File: config.mk
export PLATFORM = sky130hd
export DESIGN_NAME = regfile_access_ctrl
export DESIGN_NICKNAME = d
export VERILOG_FILES = /design/src/rtl/regfile_access_ctrl.sv
export SDC_FILE = /design/constraint.sdc
export NUM_CORES = 1
export LEC_CHECK = 0
export BUFFER_PORTS_ARGS = -buffer_cell sky130_fd_sc_hd__buf_2
export CORE_MARGIN = 2
export CORE_UTILIZATION = 32
export CTS_CLUSTER_DIAMETER = 40
export DETAILED_ROUTE_END_ITERATION = 8
export SETUP_SLACK_MARGIN = 0.3
export SLEW_MARGIN = 20
export SYNTH_ARGS = -nofsm -noshare
export SYNTH_HDL_FRONTEND = slang
export SYNTH_SLANG_ARGS = --single-unit
File: constraint.sdc
create_clock -name Clk -period 5.1 [get_ports Clk]
set_clock_uncertainty 0.05 [all_clocks]
set_input_delay 0.255 -clock Clk [delete_from_list [all_inputs] [get_ports Clk]]
set_output_delay 0.255 -clock Clk [all_outputs]
set_load 0.1 [all_outputs]
File: src/rtl/regfile_access_ctrl.sv
`default_nettype none
// ============================================================================
//  Module      : regfile_access_ctrl
//  Description : Initiator-side sequencer owning the port of a 2-read/1-write
//                register file. Accepts write / read-pair / clear commands on a
//                valid/ready channel, drives the file's address, data and write
//                enable ports, and returns read data on a valid/ready response
//                channel.
//                Optional feature macro: REGACC_ZERO_PROTECT_EN
//                  (writes to address 0 are dropped and flagged on Err).
//  Revision    : 1.0 - initial release
// ============================================================================
module regfile_access_ctrl #(
    parameter int DATA_W   = 32,
    parameter int ADDR_W   = 5,
    parameter int NUM_REGS = 32
) (
    input  logic              Clk,
    input  logic              Reset,
    input  logic              Cmd_Valid,
    output logic              Cmd_Ready,
    input  logic [1:0]        Cmd_Op,
    input  logic [ADDR_W-1:0] Cmd_Addr_A,
    input  logic [ADDR_W-1:0] Cmd_Addr_B,
    input  logic [DATA_W-1:0] Cmd_Data,
    output logic              Rsp_Valid,
    input  logic              Rsp_Ready,
    output logic [DATA_W-1:0] Rsp_Data_A,
    output logic [DATA_W-1:0] Rsp_Data_B,
    output logic              Busy,
    output logic              Err,
    output logic [ADDR_W-1:0] R_Addr_A,
    output logic [ADDR_W-1:0] R_Addr_B,
    output logic [ADDR_W-1:0] W_Addr,
    output logic              Write_Reg,
    output logic [DATA_W-1:0] W_Data,
    input  logic [DATA_W-1:0] R_Data_A,
    input  logic [DATA_W-1:0] R_Data_B
);

    typedef enum logic [2:0] {
        ST_IDLE = 3'd0,
        ST_WR   = 3'd1,
        ST_RD   = 3'd2,
        ST_RSP  = 3'd3,
        ST_CLR  = 3'd4
    } state_t;

    localparam logic [1:0]        c_op_write = 2'b01;
    localparam logic [1:0]        c_op_read  = 2'b10;
    localparam logic [1:0]        c_op_clear = 2'b11;
    localparam logic [ADDR_W-1:0] c_last     = ADDR_W'(NUM_REGS - 1);
    localparam logic [ADDR_W-1:0] c_one      = ADDR_W'(1);

    state_t              r_state;
    state_t              w_state_nxt;
    logic                w_accept;
    logic                w_zero_blk;
    logic [ADDR_W-1:0]   r_clr_cnt;
    logic [ADDR_W-1:0]   r_addr_a;
    logic [ADDR_W-1:0]   r_addr_b;
    logic [ADDR_W-1:0]   r_w_addr;
    logic [DATA_W-1:0]   r_w_data;
    logic                r_write_reg;
    logic                r_rsp_valid;
    logic [DATA_W-1:0]   r_rsp_data_a;
    logic [DATA_W-1:0]   r_rsp_data_b;

    assign w_accept = Cmd_Valid && (r_state == ST_IDLE);

`ifdef REGACC_ZERO_PROTECT_EN
    logic r_err;

    // A write aimed at address 0 is swallowed; Err flags it for one cycle.
    assign w_zero_blk = (Cmd_Addr_A == '0);

    // Err pulse for the cycle following a rejected accept.
    always_ff @(posedge Clk or negedge Reset) begin
        if (!Reset) begin
            r_err <= 1'b0;
        end else begin
            r_err <= w_accept && (Cmd_Op == c_op_write) && w_zero_blk;
        end
    end

    assign Err = r_err;
`else
    assign w_zero_blk = 1'b0;
    assign Err        = 1'b0;
`endif

    // State register.
    always_ff @(posedge Clk or negedge Reset) begin
        if (!Reset) begin
            r_state <= ST_IDLE;
        end else begin
            r_state <= w_state_nxt;
        end
    end

    // Next-state decode.
    always_comb begin
        w_state_nxt = r_state;
        case (r_state)
            ST_IDLE: begin
                if (w_accept) begin
                    case (Cmd_Op)
                        c_op_write: if (!w_zero_blk) w_state_nxt = ST_WR;
                        c_op_read:  w_state_nxt = ST_RD;
                        c_op_clear: w_state_nxt = ST_CLR;
                        default:    w_state_nxt = ST_IDLE;
                    endcase
                end
            end
            ST_WR:   w_state_nxt = ST_IDLE;
            ST_RD:   w_state_nxt = ST_RSP;
            ST_RSP:  if (Rsp_Ready) w_state_nxt = ST_IDLE;
            ST_CLR:  if (r_clr_cnt == c_last) w_state_nxt = ST_IDLE;
            default: w_state_nxt = ST_IDLE;
        endcase
    end

    // Registered register-file port, response channel and clear counter.
    // W_Addr tracks the clear counter so each CLR cycle writes its own slot.
    always_ff @(posedge Clk or negedge Reset) begin
        if (!Reset) begin
            r_clr_cnt    <= '0;
            r_addr_a     <= '0;
            r_addr_b     <= '0;
            r_w_addr     <= '0;
            r_w_data     <= '0;
            r_write_reg  <= 1'b0;
            r_rsp_valid  <= 1'b0;
            r_rsp_data_a <= '0;
            r_rsp_data_b <= '0;
        end else begin
            case (r_state)
                ST_IDLE: begin
                    if (w_accept) begin
                        case (Cmd_Op)
                            c_op_write: begin
                                if (!w_zero_blk) begin
                                    r_write_reg <= 1'b1;
                                    r_w_addr    <= Cmd_Addr_A;
                                    r_w_data    <= Cmd_Data;
                                end
                            end
                            c_op_read: begin
                                r_addr_a <= Cmd_Addr_A;
                                r_addr_b <= Cmd_Addr_B;
                            end
                            c_op_clear: begin
                                r_clr_cnt   <= '0;
                                r_w_addr    <= '0;
                                r_w_data    <= '0;
                                r_write_reg <= 1'b1;
                            end
                            default: ;
                        endcase
                    end
                end
                ST_WR: begin
                    r_write_reg <= 1'b0;
                end
                ST_RD: begin
                    r_rsp_data_a <= R_Data_A;
                    r_rsp_data_b <= R_Data_B;
                    r_rsp_valid  <= 1'b1;
                end
                ST_RSP: begin
                    if (Rsp_Ready) r_rsp_valid <= 1'b0;
                end
                ST_CLR: begin
                    if (r_clr_cnt == c_last) begin
                        r_write_reg <= 1'b0;
                    end else begin
                        r_clr_cnt <= r_clr_cnt + c_one;
                        r_w_addr  <= r_clr_cnt + c_one;
                    end
                end
                default: begin
                    r_write_reg <= 1'b0;
                    r_rsp_valid <= 1'b0;
                end
            endcase
        end
    end

    assign Cmd_Ready  = (r_state == ST_IDLE);
    assign Busy       = (r_state != ST_IDLE);
    assign Rsp_Valid  = r_rsp_valid;
    assign Rsp_Data_A = r_rsp_data_a;
    assign Rsp_Data_B = r_rsp_data_b;
    assign R_Addr_A   = r_addr_a;
    assign R_Addr_B   = r_addr_b;
    assign W_Addr     = r_w_addr;
    assign W_Data     = r_w_data;
    assign Write_Reg  = r_write_reg;

endmodule
`default_nettype wire

==> metrics.md, run 1 <==
| Metric | Value |
|---|---|
| Port bufs | `226` |
| Critical path data arrival time | `2.64 ns` |
| R2r startpoint | `r_clr_cnt[0]$_DFFE_PN0P_` |
| Mapped Avg Cell Area | `12.8 sq um` |
| Root Buffer | `clkbuf_16` |
| Yosys reg bits | `121` |
| Vias per inst | `4.49` |
| Synthesized cell area | `4920 sq um` |
| Hold Vio Cnt, Final | `0` |
| H-tree depth | `4` |
| Worst-path cell chain | `ha_1 > and3_1 > ha_1 > nand2b_1 > a21boi_2 > o21a_2 > mux2_2` |
| Num rows | `45` |
| DP HPWL | `8630 um` |
| Max cap viols | `0` |
| Period Utilization, post-route | `47.0%` |
| Status | `finished, final reports clean` |
| Critical path's slowest cell | `a21boi_2` |
| DR iter-0 viols | `119` |
| Net count after synthesis | `497` |
| Highest clock rate | `417 MHz` |
| Synth async-reset ratio | `100%` |
| Library cells used by synthesis | `31` |
| CP delay by family, top | `compound AO/OA/AOI/OAI gates` |
| Slew @ Worst Pin | `0.953 ns` |
| Hold WC Path Type | `in2reg` |
| Post-Synthesis Cells | `383` |
| Sinks on Clock Net | `121` |
| Setup TNS | `0 ns` |
| Post-synth EDFFs | `0` |
| Fin. max-slew vios | `0` |
| Drt drc | `0` |
| Vias in the first global route | `3778` |
| CP max stage delay | `0.45 ns` |
| Avg WL per Cell | `14.5 um` |
| Worst setup SP type | `flip-flop` |
| Antenna fix cells | `0` |
| Slew HR | `36.5%` |
| GPL Wtd Cong | `0.847` |
| Hold wc startpoint | `R_Data_A[30]` |
| Die area | `16400 sq um` |
| Nets | `723` |
| First-pass GRT wire length | `18700 um` |
| Most frequent cell after synthesis | `dfrtp_1` |
| Synth top area cells | `dfrtp_1, mux2_2, nand2b_1, o21ai_0, nand2_1` |
| ANT nets after route | `0` |
| Via count | `3628` |
| Ys Warns | `0` |
| Initial Util | `32.6%` |
| CP required | `5.34 ns` |
| DIE WIDTH | `128 um` |
| Final WL | `11700 um` |
| Clock slew at reported path FFs | `0.05 ns` |
| R2R Setup Slk | `2.70 ns` |
| Grt ovf | `0` |
| Core area | `15100 sq um` |
| Post-CTS Setup Bufs | `0` |
| Top post-synthesis cells by count | `dfrtp_1, mux2_2, o21ai_0` |
| Initial antenna violation count | `0` |
| Primary FF master, synth | `dfrtp_1` |
| Area grow syn2layout | `38.1%` |
| RSZ-0062 raised after global routing | `no` |
| WP buf/inv | `0` |
| Area share of the leading cell type in the synthesized netlist | `61.5%` |
| Clock buffer depth | `2` |
| 1st-pass router iterations | `4` |
| Final Setup Violations | `0` |
| Critical path class | `reg2reg` |
| Crit end category | `flip-flop` |
| # IOs | `228` |
| Largest net degree at the start of global routing | `79` |
| Gr usage total | `14.7%` |
| Cell mode on critical path | `ha_1` |
| Die height | `128 um` |
| Worst Setup SP | `r_clr_cnt[0]$_DFFE_PN0P_` |
| Cts bufs inserted | `17` |
| Cell taking the most area after synthesis | `dfrtp_1` |
| CP Max Fanout | `12` |
| Clock Latency Late Sink | `0.40 ns` |
| CTS tree | `built` |
| Ratio of cells with drive above 1 in the final layout | `55.3%` |
| Post-layout min period | `2.40 ns` |
| Sequential fraction of the synthesis area | `61.5%` |
==> logic make-up (layout without fill, tap and decap cells) <==
group	count (synthesis)	count (layout)	synth area share, %
compound gates	59	59	6.49
mux	76	76	17.4
other cells	1	1	0.0762
xor+xnor	2	2	0.356
buf+inv	27	264	3.00
flops	121	121	61.5
simple gates	95	95	10.6
fa+ha+maj	2	2	0.509
==> metal layers <==
metal	wire, um	vias up	track usage (%)
met4	147	0	4.85
met2	5920	128	25.8
met1	4860	1724	16.9
li1	-	1762	-
met5	0	-	0
met3	796	14	5.09
==> path summary, 6_finish.rpt <==
path	cells past startpoint	endpoint
min reg2reg	2	W_Data[1]$_DFFE_PN0P_
max in group asynchronous	3	R_Addr_A[0]$_DFFE_PN0P_
min	2	Rsp_Data_A[30]$_DFFE_PN0P_
max reg2reg	7	r_clr_cnt[2]$_DFFE_PN0P_
min in group asynchronous	2	Rsp_Data_B[8]$_DFFE_PN0P_
max	7	r_clr_cnt[2]$_DFFE_PN0P_
==> registers in the layout, summed over array words and instances (netlist names) <==
name and cells:
Rsp_Data_A 32, R_Addr_B 5, W_Addr 5, r_clr_cnt 5, Rsp_Data_B 32, W_Data 32, Write_Reg 1, r_state 3
R_Addr_A 5, Rsp_Valid 1
==> timing repair <==
action / 4_1_cts / 5_1_grt
hold buffers: 1 / 0
endpoints found under the hold margin: 40 / 0
resized for setup: 0 / 0
endpoints found under the setup margin: 0 / 0
==> layout by cell type (no fill, tap or decap), types with 2 or more instances in the layout <==
| master | count |
|---|---|
| ha_1 | 2 |
| nand2_1 | 36 |
| nand2b_1 | 35 |
| a21oi_1 | 12 |
| clkbuf_8 | 6 |
| o21ai_0 | 40 |
| nand3_1 | 2 |
| buf_2 | 225 |
| clkinvlp_4 | 2 |
| dfrtp_1 | 121 |
| clkinv_2 | 3 |
| nor2_4 | 2 |
| nor2_1 | 7 |
| nand4_1 | 2 |
| nor2b_1 | 2 |
| buf_4 | 3 |
| clkbuf_16 | 17 |
| inv_1 | 5 |
| bufinv_16 | 2 |
| xor2_1 | 2 |
| mux2_2 | 76 |
| a22oi_1 | 3 |
==> final cells by class <==
cell class / count / area (sq um)
multi-input cells: 235 / 1760
flip-flops and latches: 121 / 3030
well taps: 188 / 235
repair buffers: 229 / 1160
clock inverters: 7 / 90.1
inverters: 5 / 18.8
fillers: 1404 / 8290
clock buffers: 23 / 508
==> through the flow <==
stage	std cells	utilization (%)	hold slack [ns]	setup slack (ns)	area (sq um)
after detailed placement	777	41.0	0.417	2.70	6180
after floorplan	383	-	-0.0906	0.851	4920
final	808	45.0	0.0291	2.70	6800
after global routing	808	45.0	0.0123	2.55	6800
after CTS	808	45.0	0.00859	2.69	6790
after global placement	777	41.0	0.410	2.79	6180
Power of run 1 is not shown: default switching activity piles up to over one toggle a cycle in this logic, so the estimate is an artifact.
==> run 2: changes to the inputs <==
- clock period: 5.1 -> 2.5 ns (I/O delays scaled with it)
==> run 2 against run 1 <==
Compared with the run above: wire length is 12% higher; final area increased by 18%; count of clock-buffer cells in the layout down 1; non-clock buffer count rose by 112; critical path depth unchanged; worst hold slack improved by 0.0097 ns; via count is 15% higher; sequential share of layout area down 6.7 points.
==> metrics.md, run 2 (synthesis results as in run 1) <==
| Metric | Value |
|---|---|
| R2r worst-path depth | `7 (unchanged)` |
| Ratio of cells with drive above 1 in the final layout | `47.5% (-7.8 points)` |
| Via count | `4157 (+15%)` |
| First-pass GRT wire length | `20900 um (+11%)` |
| Root Buffer | `clkbuf_16` |
| Fin. max-slew vios | `0 (unchanged)` |
| DP Cell Count | `781 (+0.51%)` |
| Nets | `835 (+15%)` |
| Largest net degree at the start of global routing | `67 (-15%)` |
| Cell mode on critical path | `ha_1` |
| H-tree depth | `4 (unchanged)` |
| Setup TNS | `0 ns (unchanged)` |
| Worst hold path cell count | `2 (unchanged)` |
| Area grow syn2layout | `62.6%` |
| Post-cts resize count | `0 (unchanged)` |
| Critical path class | `reg2reg` |
| Period Utilization, post-route | `82.3% (+35 points)` |
| Worst-path cell chain | `ha_1 > and3_1 > ha_1 > nand2b_1 > a21boi_2 > o21a_2 > mux2_2` |
| Cts bufs inserted | `17 (unchanged)` |
| Slew @ Worst Pin | `0.635 ns (-0.317 ns)` |
| # IOs | `228 (unchanged)` |
| Worst flop-to-flop path endpoint | `r_clr_cnt[2]$_DFFE_PN0P_` |
| Non-Filler Instances | `922 (+14%)` |
| Final Util | `53.0% (+8.0 points)` |
| DIE WIDTH | `128 um (unchanged)` |
| Die area | `16400 sq um (unchanged)` |
| Hold-critical path endpoint | `r_state[0]$_DFFE_PN0P_` |
| R2R Setup Slk | `0.44 ns (-2.26 ns)` |
| Initial Util | `32.6% (unchanged)` |
| 1st-pass router iterations | `4 (unchanged)` |
| Port bufs | `226 (unchanged)` |
| Hold_buf cts | `109 (+108)` |
| Core area | `15100 sq um (unchanged)` |
| Sinks on Clock Net | `121 (unchanged)` |
| Grt ovf | `0 (unchanged)` |
| CTS tree | `built` |
| RSZ-0062 raised after global routing | `no` |
| Clock buffer depth | `2 (unchanged)` |
| Crit end category | `flip-flop` |
| Highest-count cells in the layout ignoring fill and taps | `buf_2, dfrtp_1, dlygate4sd3_1` |
| R2r startpoint | `r_clr_cnt[0]$_DFFE_PN0P_` |
| Vias in the first global route | `4307 (+14%)` |
| Worst Setup SP | `r_clr_cnt[0]$_DFFE_PN0P_` |
| DR iter-0 viols | `157 (+32%)` |
| Commonest non-fill, non-tap cell in the layout | `buf_2` |
| Hold wc startpoint | `Cmd_Op[1]` |
| Final Setup Violations | `0 (unchanged)` |
| Num rows | `45 (unchanged)` |
| Vias per inst | `4.51 (+0.41%)` |
| Post-layout min period | `2.06 ns (-0.338 ns)` |
| Clock slew at reported path FFs | `0.05 ns (about the same)` |
| Max cap viols | `0 (unchanged)` |
| Gr usage total | `16.3% (+1.6 points)` |
| Worst slack, placed | `0.457 ns (-2.24 ns)` |
| GPL Wtd Cong | `0.795 (-6.1%)` |
| Hold WC Path Type | `in2reg` |
| Drt drc | `0 (unchanged)` |
| CP required | `2.74 ns (-2.60 ns)` |
| Status | `finished, final reports clean` |
| Critical path data arrival time | `2.30 ns (-0.34 ns)` |
| DP HPWL | `8310 um (-3.7%)` |
| Final WL | `13100 um (+12%)` |
| CP max stage delay | `0.40 ns (-0.05 ns)` |
| Highest clock rate | `486 MHz (+16%)` |
| Final WS setup | `0.442 ns (-2.26 ns)` |
| Initial antenna violation count | `0 (unchanged)` |
| Avg WL per Cell | `14.2 um (-2.2%)` |
| Post-CTS Setup Bufs | `0 (unchanged)` |
| Critical path's slowest cell | `dfrtp_1` |
| Clock Latency Late Sink | `0.40 ns (about the same)` |
| Antenna fix cells | `0 (unchanged)` |
| Die height | `128 um (unchanged)` |
| Worst setup SP type | `flip-flop` |
| Hold Vio Cnt, Final | `0 (unchanged)` |
| CP Max Fanout | `6 (-6)` |
| ANT nets after route | `0 (unchanged)` |
| Fillers | `1263 (-10%)` |
| Slew HR | `57.6% (+21 points)` |
-- run 2: changes by cell type in the layout (fill, tap and decap cells not counted), moves of 2 or more --
cell | before | now
bufinv_16 | 2 | 4
buf_12 | 0 | 3
dlygate4sd3_1 | 1 | 109
clkinv_4 | 0 | 2
clkbuf_8 | 6 | 4
-- run 2: worst max-delay path: cells and delay by family, from the launching register on --
kind / cells / cell delay [ns]
AOI/OAI and AO/OA: 2 / 0.38
muxes: 1 / 0.34
adders and majority gates: 2 / 0.41
DFF: 1 / 0.40
and+or+nand+nor: 2 / 0.37
-- run 2: per-layer routing --
| layer | up-vias | track usage, % | share of wire, % |
|---|---|---|---|
| met1 | 2006 | 17.9 | 40 |
| met5 | - | 0 | 0 |
| met2 | 148 | 29.3 | 52 |
| met3 | 19 | 5.01 | 6.0 |
| li1 | 1984 | - | - |
| met4 | 0 | 6.72 | 1.8 |
-- run 2: how the worst max path moves through the flow --
stage / endpoint / depth (start not counted)
after global routing: W_Addr[3]$_DFFE_PN0P_ / 7
after detailed placement: r_clr_cnt[2]$_DFFE_PN0P_ / 7
final: r_clr_cnt[2]$_DFFE_PN0P_ / 7
after global placement: r_clr_cnt[2]$_DFFE_PN0P_ / 7
after CTS: r_clr_cnt[2]$_DFFE_PN0P_ / 7
after floorplan: Busy / 3
-- run 2: area by class of cell --
type	instances	area (sq um)	area share, %
Clock inverter	10	164	2.05
Timing Repair Buffer	341	2310	28.8
Tap cell	188	235	2.94
Sequential cell	121	3030	37.9
Inverter	5	18.8	0.235
Multi-Input combinational cell	235	1760	22.0
Clock buffer	22	484	6.05
-- run 2: stage by stage --
stage / area, sq um / hold slack, ns
2_1_floorplan: 4930 / -0.221
3_3_place_gp: 6260 / 0.0103
3_5_place_dp: 6260 / 0.0204
4_1_cts: 8000 / 0.0384
5_1_grt: 8000 / 0.0718
6_report: 8000 / 0.0388
Power of run 2 is left out for the same reason.
==> run 3: changes to the inputs <==
- clock period: 2.5 -> 2 ns (I/O delays scaled with it)
==> run 3 against run 2 <==
Compared with the run above: cell count rose by 1.2%; via count up 1.2%; non-clock buffer count grew 14; critical path depth unchanged; fmax up 10%; wire length increased by 6.4%; critical path type unchanged.
==> metrics.md, run 3 (synthesis results as in run 1) <==
| Metric | Value |
|---|---|
| Highest-count cells in the layout ignoring fill and taps | `buf_2, dfrtp_1, dlygate4sd3_1` |
| Grt ovf | `0 (unchanged)` |
| Final Util | `54.3% (+1.3 points)` |
| DP Area | `6300 sq um (+0.68%)` |
| Gr usage total | `16.6% (+0.34 points)` |
| Slew HR | `64.8% (+7.2 points)` |
| Clock buffer depth | `2 (unchanged)` |
| CTS tree | `built` |
| Hold WC Path Type | `in2async` |
| Final Setup Violations | `0 (unchanged)` |
| Die area | `16400 sq um (unchanged)` |
| # IOs | `228 (unchanged)` |
| Largest net degree at the start of global routing | `68 (+1.5%)` |
| Hold Vio Cnt, Final | `0 (unchanged)` |
| Vias per inst | `4.51 (about the same)` |
| Via count | `4206 (+1.2%)` |
| DR iter-0 viols | `138 (-12%)` |
| GPL Wtd Cong | `0.770 (-3.1%)` |
| Worst Setup SP | `r_clr_cnt[0]$_DFFE_PN0P_` |
| Clock Latency Late Sink | `0.40 ns (about the same)` |
| Ratio of cells with drive above 1 in the final layout | `50.1% (+2.5 points)` |
| Initial Util | `32.6% (unchanged)` |
| Fillers | `1300 (+2.9%)` |
| Final design area excluding fillers | `8190 sq um (+2.4%)` |
| Grt met2 use | `30.8% (+1.6 points)` |
| Avg WL per Cell | `14.9 um (+5.2%)` |
| CP required | `2.24 ns (-0.50 ns)` |
| Num rows | `45 (unchanged)` |
| Sinks on Clock Net | `121 (unchanged)` |
| 1st-pass router iterations | `4 (unchanged)` |
| Antenna fix cells | `0 (unchanged)` |
| Critical path data arrival time | `2.11 ns (-0.19 ns)` |
| Crit end category | `flip-flop` |
| Worst setup SP type | `flip-flop` |
| R2r startpoint | `r_clr_cnt[0]$_DFFE_PN0P_` |
| Commonest non-fill, non-tap cell in the layout | `buf_2` |
| Core area | `15100 sq um (unchanged)` |
| Die height | `128 um (unchanged)` |
| Status | `finished, final reports clean` |
| Met3 Track Usage GR | `5.09% (+0.083 points)` |
| Drt drc | `0 (unchanged)` |
| Clock slew at reported path FFs | `0.05 ns (about the same)` |
| CP Max Fanout | `3 (-3)` |
| Period Utilization, post-route | `93.5% (+11 points)` |
| ANT nets after route | `0 (unchanged)` |
| Post-layout min period | `1.87 ns (-0.188 ns)` |
| Highest clock rate | `535 MHz (+10%)` |
| Area grow syn2layout | `66.4%` |
| Fin. max-slew vios | `0 (unchanged)` |
| Busiest layer in global routing | `met2` |
| Initial antenna violation count | `0 (unchanged)` |
| GR Util met1 | `18.1% (+0.12 points)` |
| Vias in the first global route | `4291 (-0.37%)` |
| Cts bufs inserted | `17 (unchanged)` |
| Storage element area | `3030 sq um (about the same)` |
| Critical path class | `reg2reg` |
| Nets | `849 (+1.7%)` |
| DP HPWL | `8590 um (+3.4%)` |
| Area occupied by multi-input gates | `1840 sq um (+4.7%)` |
| DIE WIDTH | `128 um (unchanged)` |
| First-pass GRT wire length | `21100 um (+1.3%)` |
| RSZ-0062 raised after global routing | `yes` |
| Final WL | `13900 um (+6.4%)` |
| Max cap viols | `0 (unchanged)` |
| Port bufs | `226 (unchanged)` |
| Slew @ Worst Pin | `0.532 ns (-0.104 ns)` |
| Root Buffer | `clkbuf_16` |
| H-tree depth | `4 (unchanged)` |
| Hold WS | `0.0414 ns (+0.00258 ns)` |
==> run 3: cell types whose count changed in the layout (fill, tap and decap cells not counted), sizes merged <==
cell         before  now
dlygate4sd3     109  110
buf             232  244
clkinv            4    3
clkinvlp          1    3
bufinv            4    2
inv               6    5
==> run 3: path summary, 6_finish.rpt <==
kind | end | slack, ns | cells after the start
max in group asynchronous | W_Data[28]$_DFFE_PN0P_ | 1.24 | 3
worst max register to register | r_clr_cnt[2]$_DFFE_PN0P_ | 0.13 | 7
worst min register to register | W_Data[6]$_DFFE_PN0P_ | 0.42 | 2
min in group Clk | W_Data[27]$_DFFE_PN0P_ | 0.06 | 3
worst max-delay path | r_clr_cnt[2]$_DFFE_PN0P_ | 0.13 | 7
worst min-delay path | r_clr_cnt[0]$_DFFE_PN0P_ | 0.04 | 2
==> run 3: what timing repair did <==
| action | in CTS | in global routing |
|---|---|---|
| gates resized for setup | 15 | 19 |
| buffers inserted | 4 | 2 |
| hold buffers | 110 | 0 |
| gates cloned | 2 | 1 |
| endpoints found under the hold margin | 234 | 0 |
| pin swaps | 2 | 5 |
| endpoints found under the setup margin | 78 | 54 |
==> run 3: metrics by stage <==
stage / setup WS [ns] / TNS (ns) / std cells
global route: 0.0747 / 0 / 933
floorplan: -0.210 / -0.210 / 383
global placement: 0.0128 / 0 / 785
detailed placement: -0.0317 / -0.0317 / 785
finish: 0.130 / 0 / 933
CTS: 0.132 / 0 / 930
==> run 3: area by class of cell <==
cell class | instances | area share [%]
multi-input combinational | 235 | 22.5
sequential | 121 | 37.0
inverter | 5 | 0.229
timing repair buffer | 355 | 30.4
clock inverter | 8 | 1.19
tap | 188 | 2.87
clock buffer | 21 | 5.75
==> run 3: worst max-delay path, cell delays in order, from the launching register on <==
cell      delay [ns]
dfrtp_1         0.39
ha_2            0.21
and3_4          0.19
ha_4            0.15
nand2b_4        0.15
a21boi_4        0.15
o21a_2          0.17
mux2_4          0.29
==> run 3: layer usage <==
layer  up-vias  wire (um)  part of all wire (%)
met5         -          0                     0
met4         0        159                   1.1
met3        14        829                   6.0
met2       140       7550                    54
met1      2042       5390                    39
li1       2010          -                     -
Power of run 3 is left out for the same reason.
